==> src/rtl/nibble_collector.sv <==
// -----------------------------------------------------------------------------
// nibble_collector
//
// Sequencer/assembler wrapped around the combinational input_selector. On a
// start request it sweeps a run of consecutive nibble indices (main: mod 16,
// registers: mod 64), captures the nibble returned on r each cycle, packs the
// nibbles into a 64-bit word (first nibble in bits 3:0) and publishes the word
// with a one-cycle done pulse.
//
// States
//   state   | meaning
//   --------+---------------------------------------------------------------
//   IDLE    | waiting for start; run parameters latched on acceptance
//   COLLECT | select index presented, r captured into shadow nibble k
//   DONE    | shadow copied to word, done pulses on the following cycle
//
// Ports
//   clk           in   1   sole clock, rising edge
//   reset_L       in   1   asynchronous active-low reset
//   start         in   1   run request, sampled only in IDLE
//   origin        in   1   0 = main data (16 nibbles), 1 = register data (64)
//   baseIdx       in   6   first nibble index (main uses bits 3:0)
//   count         in   4   nibbles to collect, 0 means 16
//   r             in   4   nibble returned by input_selector
//   wBusy         out  1   high while collecting
//   wSelecOrigin  out  1   latched origin
//   wSelecMain    out  4   current main index (0 when not selected)
//   wSelecRegs    out  6   current register index (0 when not selected)
//   word          out  64  assembled result, held until next completion
//   done          out  1   one-cycle pulse, word valid from this cycle
// -----------------------------------------------------------------------------
module nibble_collector (
  input  logic        clk,
  input  logic        reset_L,
  input  logic        start,
  input  logic        origin,
  input  logic [5:0]  baseIdx,
  input  logic [3:0]  count,
  input  logic [3:0]  r,
  output logic        wBusy,
  output logic        wSelecOrigin,
  output logic [3:0]  wSelecMain,
  output logic [5:0]  wSelecRegs,
  output logic [63:0] word,
  output logic        done
);

  typedef enum logic [1:0] {
    IDLE    = 2'd0,
    COLLECT = 2'd1,
    DONE    = 2'd2
  } state_t;

  state_t      state;
  logic [5:0]  runBase;
  logic [4:0]  runTotal;
  logic [4:0]  k;
  logic [63:0] shadow;

  logic [4:0]  kNext;
  logic [5:0]  nextIdx;
  logic [5:0]  capturePos;
  logic [4:0]  acceptTotal;

  // The register index wraps naturally in 6 bits; the main index is simply
  // the low 4 bits of the same sum, which is the mod-16 wrap.
  assign kNext       = k + 5'd1;
  assign nextIdx     = runBase + {1'b0, kNext};
  assign capturePos  = {k[3:0], 2'b00};
  assign acceptTotal = (count == 4'd0) ? 5'd16 : {1'b0, count};

  always_ff @(posedge clk or negedge reset_L) begin
    if (!reset_L) begin
      state        <= IDLE;
      runBase      <= 6'd0;
      runTotal     <= 5'd0;
      k            <= 5'd0;
      shadow       <= 64'd0;
      wBusy        <= 1'b0;
      wSelecOrigin <= 1'b0;
      wSelecMain   <= 4'd0;
      wSelecRegs   <= 6'd0;
      word         <= 64'd0;
      done         <= 1'b0;
    end else begin
      done <= 1'b0;
      case (state)
        IDLE: begin
          if (start) begin
            state        <= COLLECT;
            runBase      <= baseIdx;
            runTotal     <= acceptTotal;
            k            <= 5'd0;
            shadow       <= 64'd0;
            wBusy        <= 1'b1;
            wSelecOrigin <= origin;
            wSelecMain   <= origin ? 4'd0 : baseIdx[3:0];
            wSelecRegs   <= origin ? baseIdx : 6'd0;
          end
        end

        COLLECT: begin
          // r belongs to the index presented during this cycle.
          shadow[capturePos +: 4] <= r;
          k <= kNext;
          if (kNext == runTotal) begin
            state      <= DONE;
            wBusy      <= 1'b0;
            wSelecMain <= 4'd0;
            wSelecRegs <= 6'd0;
          end else begin
            wSelecMain <= wSelecOrigin ? 4'd0 : nextIdx[3:0];
            wSelecRegs <= wSelecOrigin ? nextIdx : 6'd0;
          end
        end

        DONE: begin
          word  <= shadow;
          done  <= 1'b1;
          state <= IDLE;
        end

        default: begin
          state <= IDLE;
          wBusy <= 1'b0;
        end
      endcase
    end
  end

endmodule

==> config.mk <==
export PLATFORM = sky130hd
export DESIGN_NAME = nibble_collector
export DESIGN_NICKNAME = d
export VERILOG_FILES = /design/src/rtl/nibble_collector.sv
export SDC_FILE = /design/constraint.sdc
export NUM_CORES = 1
export LEC_CHECK = 0
export CORE_MARGIN = 10
export CORE_UTILIZATION = 35
export DETAILED_ROUTE_END_ITERATION = 7
export DONT_BUFFER_PORTS = 1
export GPL_ROUTABILITY_DRIVEN = 1
export GPL_TIMING_DRIVEN = 0
export HOLD_SLACK_MARGIN = 0.03
export SLEW_MARGIN = 30
export SYNTH_ARGS = -nofsm -noshare
export SYNTH_HDL_FRONTEND = slang
export SYNTH_SLANG_ARGS = --single-unit
==> constraint.sdc <==
create_clock -name clk -period 2.6 [get_ports clk]
set_input_delay 0.39 -clock clk [delete_from_list [all_inputs] [get_ports clk]]
set_output_delay 0.39 -clock clk [all_outputs]
set_load 0.01 [all_outputs]
Word level (Yosys, flattened, before mapping)
Cells that the tools add are included.
{ "op_classes": {"n_addsub": 3, "n_eq_ne": 5, "shift": 2, "n_mux": 23, "n_bitwise": 1, "n_reduce_logical": 7} }
{ "ops": {"columns": ["cell", "count"], "rows": [
  ["$pmux W64 S2", 1],
  ["$bwmux W64", 1],
  ["$mux W64", 1],
  ["$shift A4 B8 Y64 const A", 1],
  ["$shiftx A4 B8 Y64", 1],
  ["$mux W6", 4],
  ["$mux W4", 4],
  ["$pmux W6 S2", 1],
  ["$mux W5", 2],
  ["$pmux W5 S2", 1],
  ["$neg A6 Y8", 1],
  ["$pmux W4 S2", 1],
  ["$add A6 B5 Y6", 1],
  ["$reduce_and A2 Y1", 3],
  ["$add A5 B1 Y5 const B", 1],
  ["$eq A5 B5 Y1", 1],
  ["$logic_not A4 Y1", 1],
  ["$mux W2", 2],
  ["$ne A2 B2 Y1 const B", 2],
  ["$pmux W2 S2", 1],
  ["$mux W1", 3],
  ["$pmux W1 S3", 1],
  ["$reduce_and A3 Y1", 1],
  ["$eq A2 B1 Y1 const B", 1],
  ["other kinds (4)", 4]
]} }
{ "totals": {"reg_bits": 159, "out_inout_bits": 77} }

Logic depth before layout (Yosys ltp)
{ "depth": {"depth_word": 5, "depth_mapped": 10, "mapped_depth_nobuf": 9} }

Least setup slack after synthesis
Ideal clock, no wire load.
{ "synth_timing": {"path_type": "register to register", "start": "register k[0]", "end": "register shadow[56]", "arrival_time_ns": 2.152, "required_ns": 2.479, "path_slack_ns": 0.327, "path_stages_with_launch": 9, "n_path_buf": 1, "cell_sequence": "dfrtp_1 > buf_2 > inv_1 > ha_1 > inv_1 > nor3_1 > nand3_1 > mux2_2 > a22o_1"} }
{ "synth_between": {"elab_chain_cells": 4} }
{ "synth_lines": {"columns": ["item", "line", "rtl"], "rows": [
  ["from (decl)", "57", "logic [4:0] k;"],
  ["from (signal assigned)", "105", "k <= kNext;"],
  ["$neg A6 Y8 *", "104", "shadow[capturePos +: 4] <= r;"],
  ["$shiftx A4 B8 Y64 / $shift A4 B8 Y64 (equally long branches)", "104", null],
  ["$bwmux W64 *", "104", null],
  ["$pmux W64 S2 *", "87", "case (state)"],
  ["to (signal, indexed assignment)", "104", null],
  ["to (decl)", "58", "logic [63:0] shadow;"]
]} }
Every way passes the cells marked *; elsewhere a longest branch is shown, timed or not.
A chain may end at the register's enable or synchronous reset.

Worst setup path in the final report
{ "layout_timing": {"start": "register k[0]", "end": "register wSelecRegs[5]"} }
{ "layout_between": {"elab_chain_cells": 5} }
{ "layout_lines": {"columns": ["item", "line", "rtl"], "rows": [
  ["$add A5 B1 Y5 *", "67", "assign kNext = k + 5'd1;"],
  ["$add A6 B5 Y6", "68", "assign nextIdx = runBase + {1'b0, kNext};"],
  ["$mux W6", "113", "wSelecRegs <= wSelecOrigin ? nextIdx : 6'd0;"],
  ["$mux W6 *", "106", "if (kNext == runTotal) begin"],
  ["$pmux W6 S2 *", "87", null],
  ["to (signal assigned)", "98", "wSelecRegs <= origin ? baseIdx : 6'd0;"],
  ["to (signal assigned)", "113", null],
  ["to (decl)", "43", "output logic [5:0] wSelecRegs,"]
]} }
Marks and branches as above.

==> results by group <==
Logic synthesis
  • Post-Synthesis Cells: 722
  • Compound-Gate Fraction of Synth Area: 13.1%
  • Synth warn: 0
  • Synth top cells by count: 271 x nand2_1, 159 x dfrtp_1, 47 x a22o_1
  • Mux contribution to synthesized area: 1.37%
  • Cell area after synthesis: 6950 sq um
  • Dominant cells by area after synthesis: dfrtp_1 57%, nand2_1 15%, a22o_1 5.9%
  • Synth Area in Adders: 1.91%
  • Async S/R FF share, synth: 100%
  • Ys flop type: dfrtp_1
  • Yosys cell types: 54
  • Area share of the largest cell type after synthesis: 57.3%
  • Largest family of logic cells by synthesized area: simple AND/OR/NAND/NOR gates
  • Simple-gate share of the synthesized area: 21.0%
  • Register area share after synthesis: 57.3%
  • Most frequent cell after synthesis: nand2_1
  • Syn_nets: 750
  • Yosys reg bits: 159
  • Xor and xnor fraction of the mapped netlist area: 2.00%
  • Yosys top cell by area: dfrtp_1
  • EDFF count, synth: 0
  • Syn_area_per_cell: 9.62 sq um

Clocking
  • CTS buffer count: 17
  • CTS tree: yes
  • Clk Latency, worst-skew pair: 0.44 ns
  • Reg clk slew, reported paths: 0.07 ns
  • Clk buf depth: 2
  • Clock Tree Root: clkbuf_16
  • Max H-tree Level: 4
  • CTS Sinks: 159

Floorplanning
  • DIE AREA: 25,900 sq um
  • # IOs: 95
  • Initial core utilization: 35.6%
  • Die span in y: 161 um
  • Core ar.: 19,500 sq um
  • Die width: 161 um
  • Row count: 51

GRT
  • Vias in the first global route: 5,127
  • GRT Util Overall: 14.3%
  • First-pass GRT wire length: 29,300 um
  • Largest net degree at the start of global routing: 160
  • Initial antenna violation count: 0
  • Gr ovfl total: 0

Detailed routing
  • Via density: 5.00
  • Post-route DRC: 0
  • Drt wl/cell: 18.0 um
  • 1st-pass router iterations: 5
  • Final WL: 18,300 um
  • Remaining antenna violation count after routing: 0
  • DRT iter0 DRCs: 301
  • Vias: 5,101

Setup path
  • Crit. End Element: flip-flop
  • Crit-path max FO: 10
  • Slowest CP cell: dfrtp_2
  • Max stage delay on crit path: 0.35 ns
  • Type of origin of the critical path: flip-flop
  • Crit path buffers/inverters: 2
  • CP arrival: 2.60 ns
  • Crit Path Class: reg -> reg
  • CP cell instances: buf_4 -> clkinvlp_4 -> ha_4 -> ha_1 -> a211oi_1 -> o21bai_1 -> a21oi_2 -> xor2_1 -> o221ai_1
  • Delay-heaviest family, CP: compound AO/OA/AOI/OAI gates
  • Critical Path RT: 2.88 ns

Run status
  • Outcome: finished with violations
  • Failing checks: hold timing

Power and ir drop
  • P_sw: 3.92 mW
  • Net Sw Frac: 39.6%
  • Leakage power: 3.91 nW
  • Int Pwr: 5.98 mW
  • Peak VDD IR: 700 uV
  • Clock power share: 26.2%
  • Combinational Power Share: 34.1%
  • Register share of total power: 39.7%
  • Power Dens Cells: 1250 nW/um^2

Cells and area
  • Ant. Diodes: 0
  • Non-filler cells in the finished layout: 1,020
  • Area of the multi-input gates: 2770 sq um
  • P&R area growth vs syn: 14.2%
  • Register area: 3980 sq um
  • Layout cell share with drive strength beyond 1: 8.34%
  • Layout net count: 770
  • Filler Cell Count: 1,968
  • Layout Utilization: 40.7%

Timing
  • Hold slack: -0.354 ns
  • Worst Skew: 0.0108 ns
  • Relative slew slack: 54.7%
  • RSZ-0062 raised after global routing: false
  • Fin Setup TNS: 0 ns
  • F_max: 0.433 GHz
  • Final Hold Fails: 159
  • Worst-margin pin slew: 0.679 ns
  • Period utilization: 88.9%
  • Slew Limit Fails: 0
  • Finish-stage setup viols: 0
  • Post-route minimum period: 2.31 ns

Placement
  • IO buf count: 0
  • Placer Congestion: 0.888
  • Post-detail-place hpwl: 12,800 um
  • Placed insts: 987

Worst hold path
  • Hold WC Path Type: in -> async

Job
  • Maxcap violations: 0
worst reg2reg max path: cells and delay by family (launching register included):
kind	cells	cell delay [ns]
compound gates	4	0.69
xor+xnor	1	0.16
fa+ha+maj	2	0.60
buf+inv	2	0.37
flops	1	0.35
through the flow:
step	setup WS, ns	hold slack, ns	area, sq um	power [mW]
5_1_grt	0.104	-0.381	7940	10.6
6_report	0.288	-0.354	7940	9.91
2_1_floorplan	0.327	0.0944	6950	6.29
4_1_cts	0.0525	-0.362	7900	9.90
3_5_place_dp	-0.313	0.104	7280	7.24
3_3_place_gp	-0.325	0.106	7280	7.19
layer usage:
metal | share of wire (%) | global-route usage (%) | up-vias | wire [um]
li1 | - | - | 2458 | -
met1 | 45 | 18.6 | 2480 | 8210
met2 | 45 | 21.1 | 141 | 8220
met3 | 8.9 | 6.08 | 22 | 1620
met4 | 1.4 | 4.01 | 0 | 255
met5 | 0 | 0 | - | 0
power groups by stage:
stage	logic (mW)	clock network (mW)	registers [mW]
2_1_floorplan	2.51	0	3.78
3_3_place_gp	3.19	0	4.00
3_5_place_dp	3.23	0	4.01
4_1_cts	3.28	2.64	3.98
5_1_grt	3.79	2.77	4.05
6_report	3.38	2.60	3.93
repair_timing:
| item | in CTS | in global routing |
|---|---|---|
| resized for setup | 4 | 5 |
| hold endpoints to repair | 159 | 159 |
| setup buffers | 0 | 1 |
| endpoints found under the setup margin | 21 | 12 |
area by class of cell:
cell class | count | area share (%)
Multi-Input combinational cell | 508 | 34.9
Inverter | 14 | 0.709
Clock inverter | 14 | 2.16
Buffer | 41 | 2.25
Sequential cell | 159 | 50.1
Tap cell | 265 | 4.18
Clock buffer | 18 | 5.53
Timing Repair Buffer | 1 | 0.0946
path summary, 6_finish.rpt:
| check | from | endpoint | slack, ns | cells after the start |
|---|---|---|---|---|
| setup / recovery | k[0] | wSelecRegs[5] | 0.29 | 9 |
| max in group asynchronous | reset_L | k[0] | 2.66 | 0 |
| hold reg to reg | shadow[5] | word[5] | 0.48 | 2 |
| setup reg to reg | k[0] | wSelecRegs[5] | 0.29 | 9 |
| min in group clk | baseIdx[0] | runBase[0] | 0.06 | 2 |
| hold / removal | reset_L | word[38] | -0.35 | 0 |
state kept, by name, summed over array words and instances (netlist names):
| register | count |
|---|---|
| k | 5 |
| state | 2 |
| word | 64 |
| wBusy | 1 |
| runTotal | 5 |
| wSelecOrigin | 1 |
| done | 1 |
| shadow | 64 |
| wSelecMain | 4 |
| wSelecRegs | 6 |
| runBase | 6 |
logic make-up after synthesis:
family                     count (synthesis)
adders and majority gates                 10
AOI/OAI and AO/OA                        126
buffers and inverters                     55
muxes                                      9
xor gates and xnor gates                  12
DFF                                      159
and+or+nand+nor                          351
cells in the final DEF, fill, tap and decap left out, types with 2 or more instances in the layout:
cell type,count
and3_1,2
clkinvlp_4,4
and2_1,2
a22o_1,47
nand3_1,16
inv_6,3
or3_1,2
a31oi_1,2
buf_2,5
inv_8,4
nand2b_1,5
a211oi_1,2
mux2_2,4
a21oi_1,17
nand3b_1,2
a21o_1,8
nand2_1,271
a21oi_2,2
clkinv_4,2
o32ai_1,2
xor2_1,6
clkbuf_16,17
xnor2_1,4
nor3_1,4
o211ai_1,4
nor2b_1,7
o31ai_2,2
clkbuf_1,26
inv_1,13
o21ai_0,24
o21ai_1,3
bufinv_16,2
o22ai_1,6
ha_1,8
buf_1,6
buf_4,4
dfrtp_1,158
mux2i_1,5
nor2_1,28
(Power assumes the default switching activity.)
